--- src/rtl/mem_arb_pkg.sv ---
// mem_arb_pkg: shared definitions for the two-client memory arbiter.
//   arb_state_e  - arbiter FSM state encoding
//   READ_BEATS   - number of read-enable cycles per block read (4)
//   BEAT_W       - width of the read beat counter
//   calc_addr_w  - word address width derived from memory depth
package mem_arb_pkg;

  typedef enum logic [1:0] {
    ST_IDLE  = 2'd0,
    ST_ISSUE = 2'd1,
    ST_WAIT  = 2'd2,
    ST_DONE  = 2'd3
  } arb_state_e;

  localparam int READ_BEATS = 4;
  localparam int BEAT_W     = 2;

  function automatic int calc_addr_w(input int depth);
    return (depth > 1) ? $clog2(depth) : 1;
  endfunction

endpackage

--- src/rtl/mem_arb_if.sv ---
// mem_arb_if: client, status and memory-side signals of mem_arbiter.
//   c0_*/c1_*  - per-client request, write flag, address, write word, done pulse
//   rdata      - last read block, most recently read word in [WIDTH-1:0]
//   busy       - arbiter not idle
//   mem_*      - memory command/response
// Modports: slave = arbiter view, master = clients + memory view.
interface mem_arb_if #(
  parameter int WIDTH = 32,
  parameter int DEPTH = 1024
);
  import mem_arb_pkg::*;

  localparam int ADDR_W = calc_addr_w(DEPTH);

  logic                  c0_req;
  logic                  c0_we;
  logic [ADDR_W-1:0]     c0_addr;
  logic [WIDTH-1:0]      c0_wdata;
  logic                  c0_done;
  logic                  c1_req;
  logic                  c1_we;
  logic [ADDR_W-1:0]     c1_addr;
  logic [WIDTH-1:0]      c1_wdata;
  logic                  c1_done;
  logic [WIDTH*4-1:0]    rdata;
  logic                  busy;
  logic [ADDR_W-1:0]     mem_address;
  logic                  mem_write_en;
  logic                  mem_read_en;
  logic [WIDTH-1:0]      mem_write_data;
  logic                  mem_ready;
  logic [WIDTH*4-1:0]    mem_read_data;

  modport slave (
    input  c0_req, c0_we, c0_addr, c0_wdata,
    input  c1_req, c1_we, c1_addr, c1_wdata,
    output c0_done, c1_done, rdata, busy,
    output mem_address, mem_write_en, mem_read_en, mem_write_data,
    input  mem_ready, mem_read_data
  );

  modport master (
    output c0_req, c0_we, c0_addr, c0_wdata,
    output c1_req, c1_we, c1_addr, c1_wdata,
    input  c0_done, c1_done, rdata, busy,
    input  mem_address, mem_write_en, mem_read_en, mem_write_data,
    output mem_ready, mem_read_data
  );

endinterface

--- src/rtl/mem_arb_grant.sv ---
// mem_arb_grant: picks which client is granted when the arbiter is idle.
//   req_i      - {c1_req, c0_req}
//   gnt_vld_o  - at least one request present
//   gnt_idx_o  - granted client (0 or 1)
// Build option MEM_ARB_RR_EN: round-robin between simultaneous requests
// (adds clk/reset/take_i and a last-grant pointer). Without it client 0
// always wins and no state exists.
module mem_arb_grant
  import mem_arb_pkg::*;
(
`ifdef MEM_ARB_RR_EN
  input  logic       clk,
  input  logic       reset,
  input  logic       take_i,
`endif
  input  logic [1:0] req_i,
  output logic       gnt_vld_o,
  output logic       gnt_idx_o
);

  assign gnt_vld_o = |req_i;

`ifdef MEM_ARB_RR_EN
  logic last_q, last_d;

  always_comb begin
    last_d = last_q;
    if (take_i && gnt_vld_o) last_d = gnt_idx_o;
  end

  // pointer starts at client 1 so the first contested grant goes to client 0
  always_ff @(posedge clk or negedge reset) begin
    if (!reset) last_q <= 1'b1;
    else        last_q <= last_d;
  end

  assign gnt_idx_o = (&req_i) ? ~last_q : req_i[1];
`else
  assign gnt_idx_o = ~req_i[0];
`endif

endmodule

--- src/rtl/mem_arbiter.sv ---
// mem_arbiter: two-client arbiter in front of a single-port block memory.
//   clk    - system clock
//   reset  - asynchronous active-low reset
//   bus    - mem_arb_if.slave: client handshakes, rdata, busy, memory port
// A write issues one mem_write_en cycle; a read issues four mem_read_en
// cycles and captures the whole block when mem_ready arrives.
// Build option MEM_ARB_RR_EN: round-robin grant instead of fixed priority.
//
// state    | meaning
// ST_IDLE  | sample requests, latch the granted command
// ST_ISSUE | drive write enable 1 cycle or read enable 4 cycles
// ST_WAIT  | wait for mem_ready, capture read block
// ST_DONE  | pulse the granted client's done
module mem_arbiter
  import mem_arb_pkg::*;
#(
  parameter int WIDTH = 32,
  parameter int DEPTH = 1024
) (
  input  logic      clk,
  input  logic      reset,
  mem_arb_if.slave  bus
);

  localparam int ADDR_W = calc_addr_w(DEPTH);

  arb_state_e                    state_q, state_d;
  logic [BEAT_W-1:0]             beat_q, beat_d;
  logic                          gnt_q, gnt_d;
  logic                          we_q, we_d;
  logic [ADDR_W-1:0]             addr_q, addr_d;
  logic [WIDTH-1:0]              wdata_q, wdata_d;
  logic [READ_BEATS*WIDTH-1:0]   rdata_q, rdata_d;
  logic                          gnt_vld;
  logic                          gnt_idx;

`ifdef MEM_ARB_RR_EN
  mem_arb_grant u_grant (
    .clk       (clk),
    .reset     (reset),
    .take_i    (state_q == ST_IDLE),
    .req_i     ({bus.c1_req, bus.c0_req}),
    .gnt_vld_o (gnt_vld),
    .gnt_idx_o (gnt_idx)
  );
`else
  mem_arb_grant u_grant (
    .req_i     ({bus.c1_req, bus.c0_req}),
    .gnt_vld_o (gnt_vld),
    .gnt_idx_o (gnt_idx)
  );
`endif

  always_comb begin
    state_d = state_q;
    beat_d  = beat_q;
    gnt_d   = gnt_q;
    we_d    = we_q;
    addr_d  = addr_q;
    wdata_d = wdata_q;
    rdata_d = rdata_q;
    case (state_q)
      ST_IDLE: begin
        if (gnt_vld) begin
          gnt_d   = gnt_idx;
          we_d    = gnt_idx ? bus.c1_we    : bus.c0_we;
          addr_d  = gnt_idx ? bus.c1_addr  : bus.c0_addr;
          wdata_d = gnt_idx ? bus.c1_wdata : bus.c0_wdata;
          // read beats run as a down-counter ending at zero
          beat_d  = we_d ? '0 : BEAT_W'(READ_BEATS - 1);
          state_d = ST_ISSUE;
        end
      end
      ST_ISSUE: begin
        if (we_q || beat_q == '0) state_d = ST_WAIT;
        else                      beat_d  = beat_q - 1'b1;
      end
      ST_WAIT: begin
        if (bus.mem_ready) begin
          if (!we_q) rdata_d = bus.mem_read_data;
          state_d = ST_DONE;
        end
      end
      ST_DONE: state_d = ST_IDLE;
      default: state_d = ST_IDLE;
    endcase
  end

  always_ff @(posedge clk or negedge reset) begin
    if (!reset) begin
      state_q <= ST_IDLE;
      beat_q  <= '0;
      gnt_q   <= 1'b0;
      we_q    <= 1'b0;
      addr_q  <= '0;
      wdata_q <= '0;
      rdata_q <= '0;
    end else begin
      state_q <= state_d;
      beat_q  <= beat_d;
      gnt_q   <= gnt_d;
      we_q    <= we_d;
      addr_q  <= addr_d;
      wdata_q <= wdata_d;
      rdata_q <= rdata_d;
    end
  end

  // memory side comes only from latched command registers
  assign bus.mem_address    = addr_q;
  assign bus.mem_write_data = wdata_q;
  assign bus.mem_write_en   = (state_q == ST_ISSUE) &&  we_q;
  assign bus.mem_read_en    = (state_q == ST_ISSUE) && !we_q;

  assign bus.c0_done = (state_q == ST_DONE) && !gnt_q;
  assign bus.c1_done = (state_q == ST_DONE) &&  gnt_q;
  assign bus.busy    = (state_q != ST_IDLE);
  assign bus.rdata   = rdata_q;

endmodule

--- src/flat_wrapper.sv ---
// flat-port wrapper written by rule: the top's interface ports become plain ports
module mem_arbiter_flat import mem_arb_pkg::*;
#(
  parameter int WIDTH = 32,
  parameter int DEPTH = 1024
)
  (clk, reset, bus_c0_req, bus_c0_we, bus_c0_addr, bus_c0_wdata, bus_c1_req, bus_c1_we, bus_c1_addr, bus_c1_wdata, bus_c0_done, bus_c1_done, bus_rdata, bus_busy, bus_mem_address, bus_mem_write_en, bus_mem_read_en, bus_mem_write_data, bus_mem_ready, bus_mem_read_data);
  mem_arb_if #(.WIDTH(WIDTH), .DEPTH(DEPTH)) bus_i ();
  input  logic clk;
  input  logic reset;
  input wire logic [$bits(bus_i.c0_req)-1:0] bus_c0_req;
  input wire logic [$bits(bus_i.c0_we)-1:0] bus_c0_we;
  input wire logic [$bits(bus_i.c0_addr)-1:0] bus_c0_addr;
  input wire logic [$bits(bus_i.c0_wdata)-1:0] bus_c0_wdata;
  input wire logic [$bits(bus_i.c1_req)-1:0] bus_c1_req;
  input wire logic [$bits(bus_i.c1_we)-1:0] bus_c1_we;
  input wire logic [$bits(bus_i.c1_addr)-1:0] bus_c1_addr;
  input wire logic [$bits(bus_i.c1_wdata)-1:0] bus_c1_wdata;
  output wire logic [$bits(bus_i.c0_done)-1:0] bus_c0_done;
  output wire logic [$bits(bus_i.c1_done)-1:0] bus_c1_done;
  output wire logic [$bits(bus_i.rdata)-1:0] bus_rdata;
  output wire logic [$bits(bus_i.busy)-1:0] bus_busy;
  output wire logic [$bits(bus_i.mem_address)-1:0] bus_mem_address;
  output wire logic [$bits(bus_i.mem_write_en)-1:0] bus_mem_write_en;
  output wire logic [$bits(bus_i.mem_read_en)-1:0] bus_mem_read_en;
  output wire logic [$bits(bus_i.mem_write_data)-1:0] bus_mem_write_data;
  input wire logic [$bits(bus_i.mem_ready)-1:0] bus_mem_ready;
  input wire logic [$bits(bus_i.mem_read_data)-1:0] bus_mem_read_data;
  assign bus_i.c0_req = bus_c0_req;
  assign bus_i.c0_we = bus_c0_we;
  assign bus_i.c0_addr = bus_c0_addr;
  assign bus_i.c0_wdata = bus_c0_wdata;
  assign bus_i.c1_req = bus_c1_req;
  assign bus_i.c1_we = bus_c1_we;
  assign bus_i.c1_addr = bus_c1_addr;
  assign bus_i.c1_wdata = bus_c1_wdata;
  assign bus_c0_done = bus_i.c0_done;
  assign bus_c1_done = bus_i.c1_done;
  assign bus_rdata = bus_i.rdata;
  assign bus_busy = bus_i.busy;
  assign bus_mem_address = bus_i.mem_address;
  assign bus_mem_write_en = bus_i.mem_write_en;
  assign bus_mem_read_en = bus_i.mem_read_en;
  assign bus_mem_write_data = bus_i.mem_write_data;
  assign bus_i.mem_ready = bus_mem_ready;
  assign bus_i.mem_read_data = bus_mem_read_data;
  mem_arbiter #(.WIDTH(WIDTH), .DEPTH(DEPTH)) u_core (.clk(clk), .reset(reset), .bus(bus_i));
endmodule
--- config.mk ---
export PLATFORM = sky130hd
export DESIGN_NAME = mem_arbiter_flat
export DESIGN_NICKNAME = d
export VERILOG_FILES = /design/src/rtl/mem_arb_pkg.sv /design/src/rtl/mem_arb_if.sv /design/src/rtl/mem_arb_grant.sv /design/src/rtl/mem_arbiter.sv /design/src/flat_wrapper.sv
export SDC_FILE = /design/constraint.sdc
export NUM_CORES = 1
export LEC_CHECK = 0
export CORE_AREA = 2 2 153 155
export CTS_CLUSTER_SIZE = 12
export DETAILED_ROUTE_END_ITERATION = 7
export DIE_AREA = 0 0 155 157
export GPL_TIMING_DRIVEN = 1
export HOLD_SLACK_MARGIN = 0.12
export PLACE_DENSITY = 0.81
export SLEW_MARGIN = 10
export SYNTH_ARGS = -nofsm -noshare
export SYNTH_HDL_FRONTEND = slang
export SYNTH_SLANG_ARGS = --single-unit
--- constraint.sdc ---
create_clock -name clk -period 2.71 [get_ports clk]
set_input_delay 0.4065 -clock clk [delete_from_list [all_inputs] [get_ports clk]]
set_output_delay 0.4065 -clock clk [all_outputs]
set_load 0.05 [all_outputs]
==> impl_metrics.yaml <==
detailed_routing:
  drt_iter0_drc: 165
  ant_nets: 0
  drc: 0
  avgViaCountPerCell: 4.53
  drt_first_pass_iters: 4
  vias: 5395
  routed_wl_mm: 20.7
  routedWlPerCell_um: 17.4
cts:
  cts_root_buf: "clkbuf_16"
  cts_resized: 0
  cts_setup_buffers: 0
  htreeDepth: 4
  clock_latency_ns: 0.41
  clk_pin_slew_ns: 0.08
  cts.sinks: 176
  cts.path.max_buffers: 2
  numCtsBuffers: 17
  cts_tree: "yes"
  cts_hold_buffers: 1
layout:
  fillers: 1854
  final_common_cell: "clkdlybuf4s50_1"
  seqCellArea_um2: 4400
  final_util_pct: 55.1
  multi_input_area_um2: 2910
  nNetsFinal: 1120
  design_area_um2: 12400
  syn_to_final_growth_pct: 63.9
  final_cell_mix: "clkdlybuf4s50_1, dfrtp_1, mux2_4"
  layout-drive-gt1-share_pct: 18.0
  finalNonFillerCells: 1192
  num_antenna_cells: 0
sta:
  setup_viol: 0
  min_period_ns: 2.60
  slew_headroom_pct: 58.3
  setup_tns_ns: 0
  rsz0062_at_grt: "false"
  fin_crit_sh_pct: 95.8
  holdWs_ns: 0.482
  hold_viol_final: 0
  maxSlewViolCount: 0
  worstMarginPinSlew_ns: 0.626
  fin_worst_skew_ns: 0.00765
  timing.fmax_mhz: 385
  fin_ws_ns: 0.114
critical_path:
  startpoint_type: "flop"
  cp_max_fo: 4
  path_class: "flop to output pin"
  crit_required_ns: 2.30
  crit_path_end_kind: "output pin"
  arrival_ns: 2.19
power:
  p_per_area_nw_per_um2: 1430
  power.total_mw: 17.7
  irDropWorstVdd_uv: 561
  leakage_nw: 5.69
grt:
  antenna_found_initial: 0
  grtUsageTotal_pct: 16.9
  grt_max_degree: 63
  grt_pass1_wl_mm: 31.7
  grt-ovfl-total: 0
  grt_pass1_vias: 5614
die:
  rows: 55
  die_area_um2: 24300
  pin_count: 394
  start_util_pct: 33.6
  die_x_um: 155
  coreArea_um2: 22500
  die_y_um: 157
flow_run:
  cap_viol_max_count: 0
synthesis:
  yosysUniqueCellTypes: 25
  yosysSeqAreaShare_pct: 58.2
  ys_seq_elements: 176
  synthCells: 495
  avgSynthCellArea_um2: 15.3
  yosys_warnings: 0
  synth_area_um2: 7570
  syn_nets: 721
hold_path:
  hold_class: "flop to flop"
placed_design:
  dpl_cell_area_um2: 11800
  pre_cts_ws_ns: 0.546
  dp_cells: 1159
  gp_congestion: 0.760
  dp_hpwl_mm: 15.9
  portBuffers: 393
outcome:
  outcome: "complete, no violations"
## layout make-up
type | count | share of cell area, %
flip-flops and latches | 176 | 35.5
repair buffers | 408 | 33.1
multi-input cells | 285 | 23.4
clock buffers | 18 | 3.54
well taps | 285 | 2.88
clock inverters | 14 | 1.31
inverters | 6 | 0.182
## worst max-delay path, cell delays in order (launching register included)
cell and delay, ns:
dfrtp_1 0.41, inv_1 0.13, ha_1 0.24, nor2b_1 0.16
clkdlybuf4s50_1 0.83
## kinds of logic (layout without fill, tap and decap cells)
family / Yosys count / after routing / share of synthesized area (%)
and+or+nand+nor: 53 / 53 / 3.11
AOI/OAI and AO/OA: 48 / 48 / 3.44
adders and majority gates: 7 / 7 / 1.16
DFF: 176 / 176 / 58.2
buffers and inverters: 34 / 446 / 3.46
muxes: 177 / 177 / 30.6
## routing by layer
metal,vias to the layer above,GRT usage (%),share of wire [%]
met5,-,0,0
met4,0,5.82,2.4
met3,29,5.07,8.1
met2,266,28.7,50
met1,2587,20.4,40
li1,2513,-,-
## synth_stat cells (all sizes together)
cell type,number,area (µm²)
nor2b,2,12.5
nand3b,1,20.0
clkbuf,4,15.0
mux2i,44,440
a2bb2oi,1,8.76
o21ai,44,224
mux2,133,1880
and2,2,12.5
a21oi,1,5.00
a221oi,1,15.0
o21a,1,7.51
nor3b,1,12.5
ha,7,87.6
nand2,43,161
inv,6,22.5
nor2,3,11.3
dfrtp,176,4400
nor3,1,5.00
buf,24,224
## worst paths after layout
path / start / to / slack [ns] / depth (start not counted)
worst max-delay path: u_core.state_q[1] / bus_mem_read_en / 0.11 / 4
worst min-delay path: u_core.bus.mem_address[0] / u_core.bus.mem_address[0] / 0.48 / 2
worst max register to register: u_core.state_q[0] / u_core.bus.rdata[71] / 0.75 / 5
worst min register to register: u_core.bus.mem_address[0] / u_core.bus.mem_address[0] / 0.48 / 2
max in group asynchronous: reset / u_core.bus.rdata[27] / 1.43 / 3
min in group asynchronous: reset / u_core.bus.rdata[100] / 0.55 / 2
## power by group
part	switching [mW]	total [mW]	internal, mW
clock network	1.19	2.46	1.27
registers	0.745	4.70	3.95
logic	6.41	10.5	4.14
## sequential cells by signal, indices dropped and copies added (netlist names)
name / count
u_core.gnt_q: 1
u_core.state_q: 2
u_core.bus.rdata: 128
u_core.beat_q: 2
u_core.bus.mem_write_data: 32
u_core.we_q: 1
u_core.bus.mem_address: 10
Note: power is estimated with default switching activity, not from simulation.
